File: src/rtl/core_pkg.sv
// Shared core constants and the writeback-queue entry payload.
package core_pkg;

  localparam int unsigned XLEN      = 32;
  localparam int unsigned REG_AW    = 5;
  localparam int unsigned WBQ_DEPTH = 4;

  // One buffered result: valid flag, destination register and value.
  typedef struct packed {
    logic              valid;
    logic [REG_AW-1:0] rd;
    logic [XLEN-1:0]   data;
  } wbq_entry_t;

endpackage

File: src/rtl/wbq_match.sv
// Priority matcher: finds the youngest valid entry targeting q_rs.
module wbq_match
  import core_pkg::*;
#(
  parameter int unsigned DEPTH = WBQ_DEPTH
) (
  input  wbq_entry_t                   entries [DEPTH],
  input  logic [$clog2(DEPTH)-1:0]     head,
  input  logic [REG_AW-1:0]            q_rs,
  output logic                         q_hit,
  output logic [XLEN-1:0]              q_data
);

  localparam int unsigned IW = $clog2(DEPTH);

  logic [IW-1:0] idx;

  // Walk oldest to youngest from head; later matches overwrite earlier ones.
  always_comb begin
    q_hit  = 1'b0;
    q_data = '0;
    idx    = '0;
    for (int unsigned i = 0; i < DEPTH; i++) begin
      idx = head + IW'(i);
      if (q_rs != '0 && entries[idx].valid && entries[idx].rd == q_rs) begin
        q_hit  = 1'b1;
        q_data = entries[idx].data;
      end
    end
  end

endmodule

File: src/rtl/wb_queue.sv
// In-order writeback buffer for long-latency results, draining into the
// regfile write port when the main pipeline leaves it free.
// Optional: define WBQ_BYPASS_EN to forward a result straight to the port
// when the queue is empty and the port is free.
module wb_queue #(
  parameter int unsigned DEPTH  = core_pkg::WBQ_DEPTH,
  parameter int unsigned XLEN   = core_pkg::XLEN,
  parameter int unsigned REG_AW = core_pkg::REG_AW
) (
  input  logic                       clk,
  input  logic                       rst,
  input  logic                       in_valid,
  output logic                       in_ready,
  input  logic [REG_AW-1:0]          in_rd,
  input  logic [XLEN-1:0]            in_data,
  input  logic                       port_busy,
  output logic                       wr_en,
  output logic [REG_AW-1:0]          wr_addr,
  output logic [XLEN-1:0]            wr_data,
  input  logic [REG_AW-1:0]          q_rs,
  output logic                       q_hit,
  output logic [XLEN-1:0]            q_data,
  output logic [$clog2(DEPTH):0]     count
);

  import core_pkg::*;

  localparam int unsigned AW = $clog2(DEPTH);
  localparam int unsigned CW = AW + 1;

  wbq_entry_t      entries [DEPTH];
  logic [AW-1:0]   head;
  logic [AW-1:0]   tail;
  logic [CW-1:0]   count_q;

  logic empty;
  logic full;
  logic bypass;
  logic push;
  logic pop;

  // Occupancy flags come from the counter so wrap-around needs no extra bit.
  assign empty    = (count_q == '0);
  assign full     = (count_q == CW'(DEPTH));
  assign in_ready = !full;
  assign count    = count_q;

`ifdef WBQ_BYPASS_EN
  assign bypass = empty && !port_busy && in_valid && (in_rd != '0);
`else
  assign bypass = 1'b0;
`endif

  // x0 results complete the handshake but are never stored.
  assign push = in_valid && in_ready && (in_rd != '0) && !bypass;
  assign pop  = !empty && !port_busy;

  // Regfile port drive; held at zero while idle or in reset.
  always_comb begin
    wr_en   = 1'b0;
    wr_addr = '0;
    wr_data = '0;
    if (rst) begin
      if (pop) begin
        wr_en   = 1'b1;
        wr_addr = entries[head].rd;
        wr_data = entries[head].data;
      end else if (bypass) begin
        wr_en   = 1'b1;
        wr_addr = in_rd;
        wr_data = in_data;
      end
    end
  end

  // Entry storage, pointers and occupancy.
  always_ff @(posedge clk or negedge rst) begin
    if (!rst) begin
      head    <= '0;
      tail    <= '0;
      count_q <= '0;
      for (int i = 0; i < int'(DEPTH); i++) begin
        entries[i] <= '0;
      end
    end else begin
      if (push) begin
        entries[tail] <= '{valid: 1'b1, rd: in_rd, data: in_data};
        tail          <= tail + AW'(1);
      end
      if (pop) begin
        entries[head].valid <= 1'b0;
        head                <= head + AW'(1);
      end
      case ({push, pop})
        2'b10:   count_q <= count_q + CW'(1);
        2'b01:   count_q <= count_q - CW'(1);
        default: count_q <= count_q;
      endcase
    end
  end

  // Pending-destination lookup for hazard and forwarding logic.
  wbq_match #(
    .DEPTH(DEPTH)
  ) u_match (
    .entries (entries),
    .head    (head),
    .q_rs    (q_rs),
    .q_hit   (q_hit),
    .q_data  (q_data)
  );

endmodule

File: config.mk
export PLATFORM = sky130hd
export DESIGN_NAME = wb_queue
export DESIGN_NICKNAME = d
export VERILOG_FILES = /design/src/rtl/core_pkg.sv /design/src/rtl/wbq_match.sv /design/src/rtl/wb_queue.sv
export SDC_FILE = /design/constraint.sdc
export NUM_CORES = 1
export LEC_CHECK = 0
export CORE_MARGIN = 2
export CORE_UTILIZATION = 45
export DETAILED_ROUTE_END_ITERATION = 12
export PLACE_DENSITY = 0.72
export SLEW_MARGIN = 0
export SYNTH_ARGS = -nofsm -noshare
export SYNTH_HDL_FRONTEND = slang
export SYNTH_SLANG_ARGS = --single-unit
File: constraint.sdc
create_clock -name clk -period 12.4 [get_ports clk]
set_clock_uncertainty 0.2 [all_clocks]
set_input_delay 2.48 -clock clk [delete_from_list [all_inputs] [get_ports clk]]
set_output_delay 2.48 -clock clk [all_outputs]
set_load 0.005 [all_outputs]
==> impl_metrics.json, run 1 <==
{
  "die_width_um": 164,
  "routed_wl_um": 29700,
  "synth-seq-cells": 159,
  "antenna_left": 0,
  "final_hold_viol_count": 0,
  "worstSetupPathType": "flip-flop to primary output",
  "yosysTopAreaCell": "dfrtp_1",
  "crit_required_ns": 9.72,
  "crit_path_start_kind": "flip-flop",
  "cts_buffers": 17,
  "dieArea_sq_um": 26900,
  "maxSlewViolCount": 0,
  "grt_overflow_total": 0,
  "power.total_mw": 4.07,
  "worstPathMaxFanout": 48,
  "clockBufferDepth": 2,
  "start_util_pct": 45.8,
  "io_pins": 121,
  "netlist_instances": 859,
  "synth_area_per_cell_sq_um": 13.4,
  "synth_common_cells": "dfrtp_1, mux2_2, mux4_2, nand2_1, clkbuf_1",
  "syn_area_sq_um": 11500,
  "synthTopCellsByArea": "dfrtp_1, mux4_2, mux2_2, mux4_1, and3_1",
  "io_buffer_count": 120,
  "synth.top_cell.area_share_pct": 34.5,
  "hold_class": "flip-flop to flip-flop",
  "yosysSeqAreaShare_pct": 34.5,
  "ys_types": 44,
  "ir_drop_mv": 0.144,
  "vias": 8204,
  "insertion_delay_ns": 0.43,
  "max_slew.worst_pin.slew_ns": 1.06,
  "status": "finished clean",
  "area_delta_synth_final_pct": 16.5,
  "fp.coreArea_sq_um": 25200,
  "grt_util_all_layers_pct": 22.8,
  "drive_gt1_share_pct": 37.7,
  "grt_pass1_wl_um": 47100,
  "synth_edf_count": 0,
  "nets": 985,
  "cts_max_level": 4,
  "fin_crit_ns": 8.86,
  "cts_resized": 0,
  "fp-row-count": 58,
  "maxSlewHeadroom_pct": 29.0,
  "ys_warn_count": 0,
  "avgViaCountPerCell": 6.45,
  "powerDensity_nw_per_um2": 303,
  "grt_setup_unrepaired": "no",
  "tns_ns": 0,
  "clkTransAtPathRegs_ns": 0.06,
  "cts_tree": "built",
  "hpwl_um": 18100,
  "hold_buffers": 0,
  "setup_viol": 0,
  "gp_congestion": 0.823,
  "yosysMostFrequentCell": "dfrtp_1",
  "dr.first_iter.drc_count": 722,
  "firstDrtPassIters": 7,
  "dieHeight_um": 164,
  "end_kind": "primary output",
  "synth_fp_nets": 915,
  "synthFlopType": "dfrtp_1",
  "wl_per_cell_um": 23.3,
  "cts_root_buf": "clkbuf_16",
  "leakagePower_nw": 5.12,
  "drc": 0,
  "cts_setup_buffers": 0,
  "grt_pass1_vias": 8224,
  "cap_violations": 0,
  "async_flop_share_pct": 100,
  "max_freq_mhz": 113,
  "antenna_found_initial": 1,
  "grt_max_degree": 77,
  "clock_sinks": 159,
  "finalCritPeriodShare_pct": 71.5,
  "arrival_ns": 6.18
}
## per-layer routing
layer	vias up	GRT usage, %	routed length (um)
li1	3522	-	-
met1	4353	30.8	12500
met2	288	38.0	15000
met3	41	4.67	1670
met4	0	5.86	512
met5	-	0	0
## area by class of cell
| cell class | count | area (sq um) |
|---|---|---|
| Clock inverter | 10 | 138 |
| Tap cell | 330 | 413 |
| Antenna cell | 1 | 2.50 |
| Multi-Input combinational cell | 603 | 7070 |
| Clock buffer | 21 | 460 |
| Fill cell | 2107 | 11700 |
| Sequential cell | 159 | 3990 |
| Timing Repair Buffer | 136 | 1320 |
| Inverter | 12 | 45.0 |
## path summary, 6_finish.rpt
| kind | from | slack [ns] | depth (start not counted) | to |
|---|---|---|---|---|
| min | count[2] | 0.34 | 1 | count[2] |
| max reg2reg | count[0] | 9.22 | 7 | flip-flop |
| min in group asynchronous | rst | 1.75 | 1 | async pin |
| max | head[0] | 3.54 | 10 | q_data[9] |
| min reg2reg | count[2] | 0.34 | 1 | count[2] |
| max in group asynchronous | rst | 8.74 | 3 | async pin |
## logic make-up (layout without fill, tap and decap cells)
group           Yosys count  after routing  share of synthesized area (%)
fa+ha+maj                10             10                           1.15
other cells               0              1                              0
buf+inv                  97            179                           4.89
simple gates            200            200                           8.64
compound gates           49             49                           4.08
flops                   159            159                           34.5
xor+xnor                 37             37                           2.81
mux                     307            307                           43.9
## cells in the final DEF, fill, tap and decap left out, drive strengths merged, types with 2 or more instances in the layout
cell type / instances
a22oi: 4
a311oi: 32
and2: 3
and3: 37
buf: 17
bufinv: 3
clkbuf: 21
clkdlybuf4s50: 119
clkinv: 5
clkinvlp: 2
dfrtp: 159
ha: 9
inv: 12
mux2: 148
mux2i: 19
mux4: 140
nand2: 43
nand3: 33
nor2: 37
nor3: 37
nor4: 7
o21ai: 5
o32a: 3
xnor2: 25
xor2: 12
## metrics by stage
stage | instances | cell area [sq um] | hold WS (ns) | utilization, % | worst slack, ns
2_1_floorplan | 859 | 11500 | 0.303 | - | 5.33
3_3_place_gp | 1240 | 12800 | 0.322 | 51.0 | 3.66
3_5_place_dp | 1240 | 12800 | 0.320 | 51.0 | 3.64
4_1_cts | 1271 | 13400 | 0.335 | 53.3 | 3.49
5_1_grt | 1271 | 13400 | 0.380 | 53.3 | 3.14
6_report | 1272 | 13400 | 0.343 | 53.3 | 3.54
## report_power, final
group          switching [mW]  internal, mW
clock                   0.212         0.326
sequential              0.364         0.791
combinational           0.925          1.45
total                    1.50          2.57
## worst max-delay path, cell delays in order (launching register included)
cell and delay, ns:
dfrtp_4 0.81, inv_1 0.34, ha_4 0.76, buf_4 0.72, mux4_1 0.42, xor2_1 0.17
nor4_2 0.48, o21a_2 0.87, nor3_1 0.13, a311oi_1 0.36, clkdlybuf4s50_1 0.58
Note: power is estimated with default switching activity, not from simulation.
==> run 2: changes to the inputs <==
==> constraint.sdc (replaced) <==
create_clock -name clk -period 8.5 [get_ports clk]
set_clock_uncertainty 0.2 [all_clocks]
set_input_delay 1.7 -clock clk [delete_from_list [all_inputs] [get_ports clk]]
set_output_delay 1.7 -clock clk [all_outputs]
set_load 0.005 [all_outputs]
==> run 2 against run 1 <==
Net effect: via count decreased by 1.1%; hold slack got worse by 0.010 ns; largest cell class unchanged; sequential share of layout area hardly changed; flip-flop and latch count unchanged.
==> impl_metrics.json, run 2 (synthesis results as in run 1) <==
{
  "avgViaCountPerCell": 6.37,
  "cts_setup_buffers": 0,
  "finalCritPeriodShare_pct": 86.5,
  "nets": 987,
  "diodes": 0,
  "maxSlewHeadroom_pct": 20.3,
  "wl_per_cell_um": 23.0,
  "power.total_mw": 5.92,
  "clkTransAtPathRegs_ns": 0.06,
  "cts_root_buf": "clkbuf_16",
  "max_freq_mhz": 136,
  "grt_pass1_wl_um": 47000,
  "crit_required_ns": 6.60,
  "vias": 8111,
  "final_cell_mix": "dfrtp_1, mux2_2, mux4_2",
  "final_hold_viol_count": 0,
  "fp.coreArea_sq_um": 25200,
  "area_delta_synth_final_pct": 16.4,
  "insertion_delay_ns": 0.42,
  "placedCellCount": 1242,
  "seq_power_share_pct": 27.7,
  "cts_buffers": 17,
  "grt_setup_unrepaired": "no",
  "grt_max_degree": 90,
  "worstPathMaxFanout": 24,
  "drc": 0,
  "worstSetupPathType": "input pin to primary output",
  "p_sw_mw": 2.19,
  "crit_path_start_kind": "input pin",
  "finalInstanceArea_sq_um": 13400,
  "gp_congestion": 0.877,
  "comb_power_share_pct": 59.5,
  "fp-row-count": 58,
  "cts_resized": 0,
  "dr.first_iter.drc_count": 633,
  "end_kind": "primary output",
  "p_int_mw": 3.73,
  "hold_class": "flip-flop to flip-flop",
  "drive_gt1_share_pct": 37.8,
  "timing.hold.ws_ns": 0.332,
  "io_buffer_count": 120,
  "cts_max_level": 4,
  "dieHeight_um": 164,
  "grt_pass1_vias": 8220,
  "routed_wl_um": 29300,
  "io_pins": 121,
  "leakagePower_nw": 5.11,
  "clock_sinks": 159,
  "setup_ws_ns": 1.15,
  "antenna_left": 0,
  "arrival_ns": 5.45,
  "pre_cts_slack_ns": 1.19,
  "status": "finished clean",
  "cap_violations": 0,
  "fin_cells": 1274,
  "sw_frac_of_total_pct": 37.0,
  "maxSlewViolCount": 0,
  "ir_drop_mv": 0.257,
  "start_util_pct": 45.8,
  "tns_ns": 0,
  "setup_viol": 0,
  "die_width_um": 164,
  "dpl-instance-area_sq_um": 12800,
  "fin_crit_ns": 7.35,
  "firstDrtPassIters": 5,
  "grt_overflow_total": 0,
  "antenna_found_initial": 1,
  "max_slew.worst_pin.slew_ns": 1.19,
  "post-route-util_pct": 53.3,
  "cts_tree": "built",
  "grt_util_all_layers_pct": 22.7,
  "clockBufferDepth": 2,
  "powerDensity_nw_per_um2": 441,
  "final_common_cell": "dfrtp_1",
  "hold_buffers": 0,
  "clockPowerShare_pct": 12.8,
  "dieArea_sq_um": 26900,
  "hpwl_um": 17800
}
## run 2: changes by cell type in the layout (fill, tap and decap cells not counted)
cell,before,now
clkbuf_1,2,3
clkinvlp_4,2,5
buf_4,16,18
clkinv_4,2,0
diode_2,1,0
bufinv_16,3,2
## run 2: final timing paths
| path | start | endpoint | slack, ns | cells after the start |
|---|---|---|---|---|
| setup / recovery | q_rs[2] | q_data[16] | 1.15 | 9 |
| hold / removal | count[2] | count[2] | 0.33 | 1 |
| setup reg to reg | head[0] | head[1] | 5.45 | 5 |
| hold reg to reg | count[2] | count[2] | 0.33 | 1 |
| max in group asynchronous | rst | async pin | 6.01 | 2 |
| min in group asynchronous | rst | async pin | 1.12 | 1 |
## run 2: metal layers
layer  routed length, um  GRT usage [%]  up-vias  share of wire, %
li1                    -              -     3532                 -
met1               12400           31.7     4200                42
met2               14200           35.7      331                49
met3                2100           4.70       48               7.2
met4                 602           7.46        0               2.1
met5                   0              0        -                 0
## run 2: power by group through the flow
stage                     Clock (mW)  Combinational [mW]  Sequential, mW
after CTS                      0.771                3.55            1.63
after global placement             0                3.49            1.60
final                          0.758                3.53            1.64
after global routing           0.803                3.79            1.72
after detailed placement           0                3.53            1.64
after floorplan                    0                2.83            1.45
## run 2: area by class of cell
class                      count  area [sq um]
sequential                   159          3990
tap                          330           413
clock buffer                  22           464
fill                        2093         11800
inverter                      12          45.0
timing repair buffer         138          1340
multi-input combinational    603          7070
clock inverter                10           113
## run 2: critical path, stage by stage
cell and delay, ns:
clkdlybuf4s50_1 0.68, or4_4 0.65, o21ai_0 0.21, nor4_1 0.13
o22ai_4 0.69, buf_4 0.31, nand3_1 0.08, a311oi_1 0.42
clkdlybuf4s50_1 0.59
==> edit, RTL diff (config.mk and constraints of run 2) <==
Set the package constant `REG_AW` to 3 (it was 5).
--- a/src/rtl/core_pkg.sv
+++ b/src/rtl/core_pkg.sv
@@ -2,7 +2,7 @@
 package core_pkg;
 
   localparam int unsigned XLEN      = 32;
-  localparam int unsigned REG_AW    = 5;
+  localparam int unsigned REG_AW    = 3;
   localparam int unsigned WBQ_DEPTH = 4;
 
   // One buffered result: valid flag, destination register and value.
Ports: changed (resized in_rd, q_rs and wr_addr); port bits go from 121 to 115. No check against the original RTL was run, so the function may have changed too.
==> edit against run 2 <==
Routed wire length shrank 8.6%. Global-route usage shrank 1.1 points. Clock power grew 13%. Design area shrank 3.9%. Highest routed layer unchanged. Hold slack lost 12 ps. Sequential power shrank 4%. Sequential cell count shrank 8. Total power grew 7.1%. Die area shrank 5.0%. Largest power group unchanged. Setup slack gained 230 ps. Area after synthesis shrank 5.1%. First-iteration DRC count shrank 17%. Maximum frequency grew 3.2%. Non-clock buffer count shrank 10.
==> edit: results (changes against run 2) <==
.. list-table::
   :header-rows: 1

   * - Metric
     - Value
   * - Run status
     - completed
   * - Via count of the first global-routing pass
     - 7645 (-7.0%)
   * - Number of inverters outside the clock class in the layout
     - 8 (-4)
   * - GRT met1 Usage
     - 29.1% (-2.6 points)
   * - Post-layout nets
     - 901 (-8.7%)
   * - Cell area after placement
     - 12200 um2 (-4.8%)
   * - Syn_nets
     - 836 (-8.6%)
   * - Routed length per instance
     - 22.6 um (-1.9%)
   * - Port Buf Inserts
     - 114 (-5.0%)
   * - Logic gate share of total power
     - 61.7% (+2.2 points)
   * - Antenna Cells
     - 1 (+1)
   * - First-iteration detailed-routing DRC count
     - 526 (-17%)
   * - Critical Path Source
     - head[0]$_DFFE_PN0N_
   * - Pin count of the biggest net entering global routing
     - 109 (+21%)
   * - Peak fanout along the critical path
     - 53 (+120%)
   * - Sequential portion of the cell area
     - 29.3% (-0.35 points)
   * - Via density per instance
     - 6.36 (-0.12%)
   * - Synth area leaders
     - sky130_fd_sc_hd__dfrtp_1 35%, sky130_fd_sc_hd__mux4_2 28%, sky130_fd_sc_hd__mux2_2 14%
   * - Inst Count DP
     - 1154 (-7.1%)
   * - Count of clock buffers in the final design
     - 21 (-4.5%)
   * - Power density relative to cell area
     - 492 nW/um2 (+11%)
   * - First-pass GRT wire length
     - 43200 um (-8.1%)
   * - Fill cell count
     - 2041 (-2.5%)
   * - Horizontal extent of the die
     - 160 um (-2.5%)
   * - Most common library cells after synthesis
     - 151 x sky130_fd_sc_hd__dfrtp_1, 140 x sky130_fd_sc_hd__mux2_2, 138 x sky130_fd_sc_hd__mux4_2
   * - Setup slack after placement
     - 1630 ps (+435 ps)
   * - Non-clock buffering overhead
     - 9.76% (-0.20 points)
   * - Vias
     - 7548 (-6.9%)
   * - Adder-cell area share of the yosys netlist
     - 1.21% (+0.062 points)
   * - Psw
     - 2360 uW (+8.0%)
   * - Hpwl dp
     - 16600 um (-7.1%)
   * - Number of buffers outside the clock class in the layout
     - 128 (-7.2%)
   * - Sequential fraction of the synthesis area
     - 34.5% (+0.037 points)
==> edit: cell types whose count changed in the layout (fill, tap and decap cells not counted), sizes merged, moves of 5 or more <==
cell,change
a211oi,+64
dfrtp,-8
nor4,-5
xnor2,-16
clkdlybuf4s50,-6
a311oi,-32
mux2,-8
a21oi,+7
nand2,-34
mux2i,-19
==> edit: metal layers <==
layer / wire length [um] / vias to the layer above
met5: 0 / -
met4: 480 / 0
met3: 1500 / 30
met2: 13300 / 263
met1: 11500 / 3969
li1: - / 3286
==> edit: worst paths after layout <==
kind                                        end  slack [ps]  depth (start not counted)
setup / recovery                      q_data[8]        1380                          8
hold reg to reg            count[2]$_DFFE_PN0P_         320                          1
hold / removal             count[2]$_DFFE_PN0P_         320                          1
min in group asynchronous             async pin        1170                          1
max in group asynchronous   head[0]$_DFFE_PN0N_        5670                          2
setup reg to reg            head[1]$_DFFE_PN0N_        5570                          5
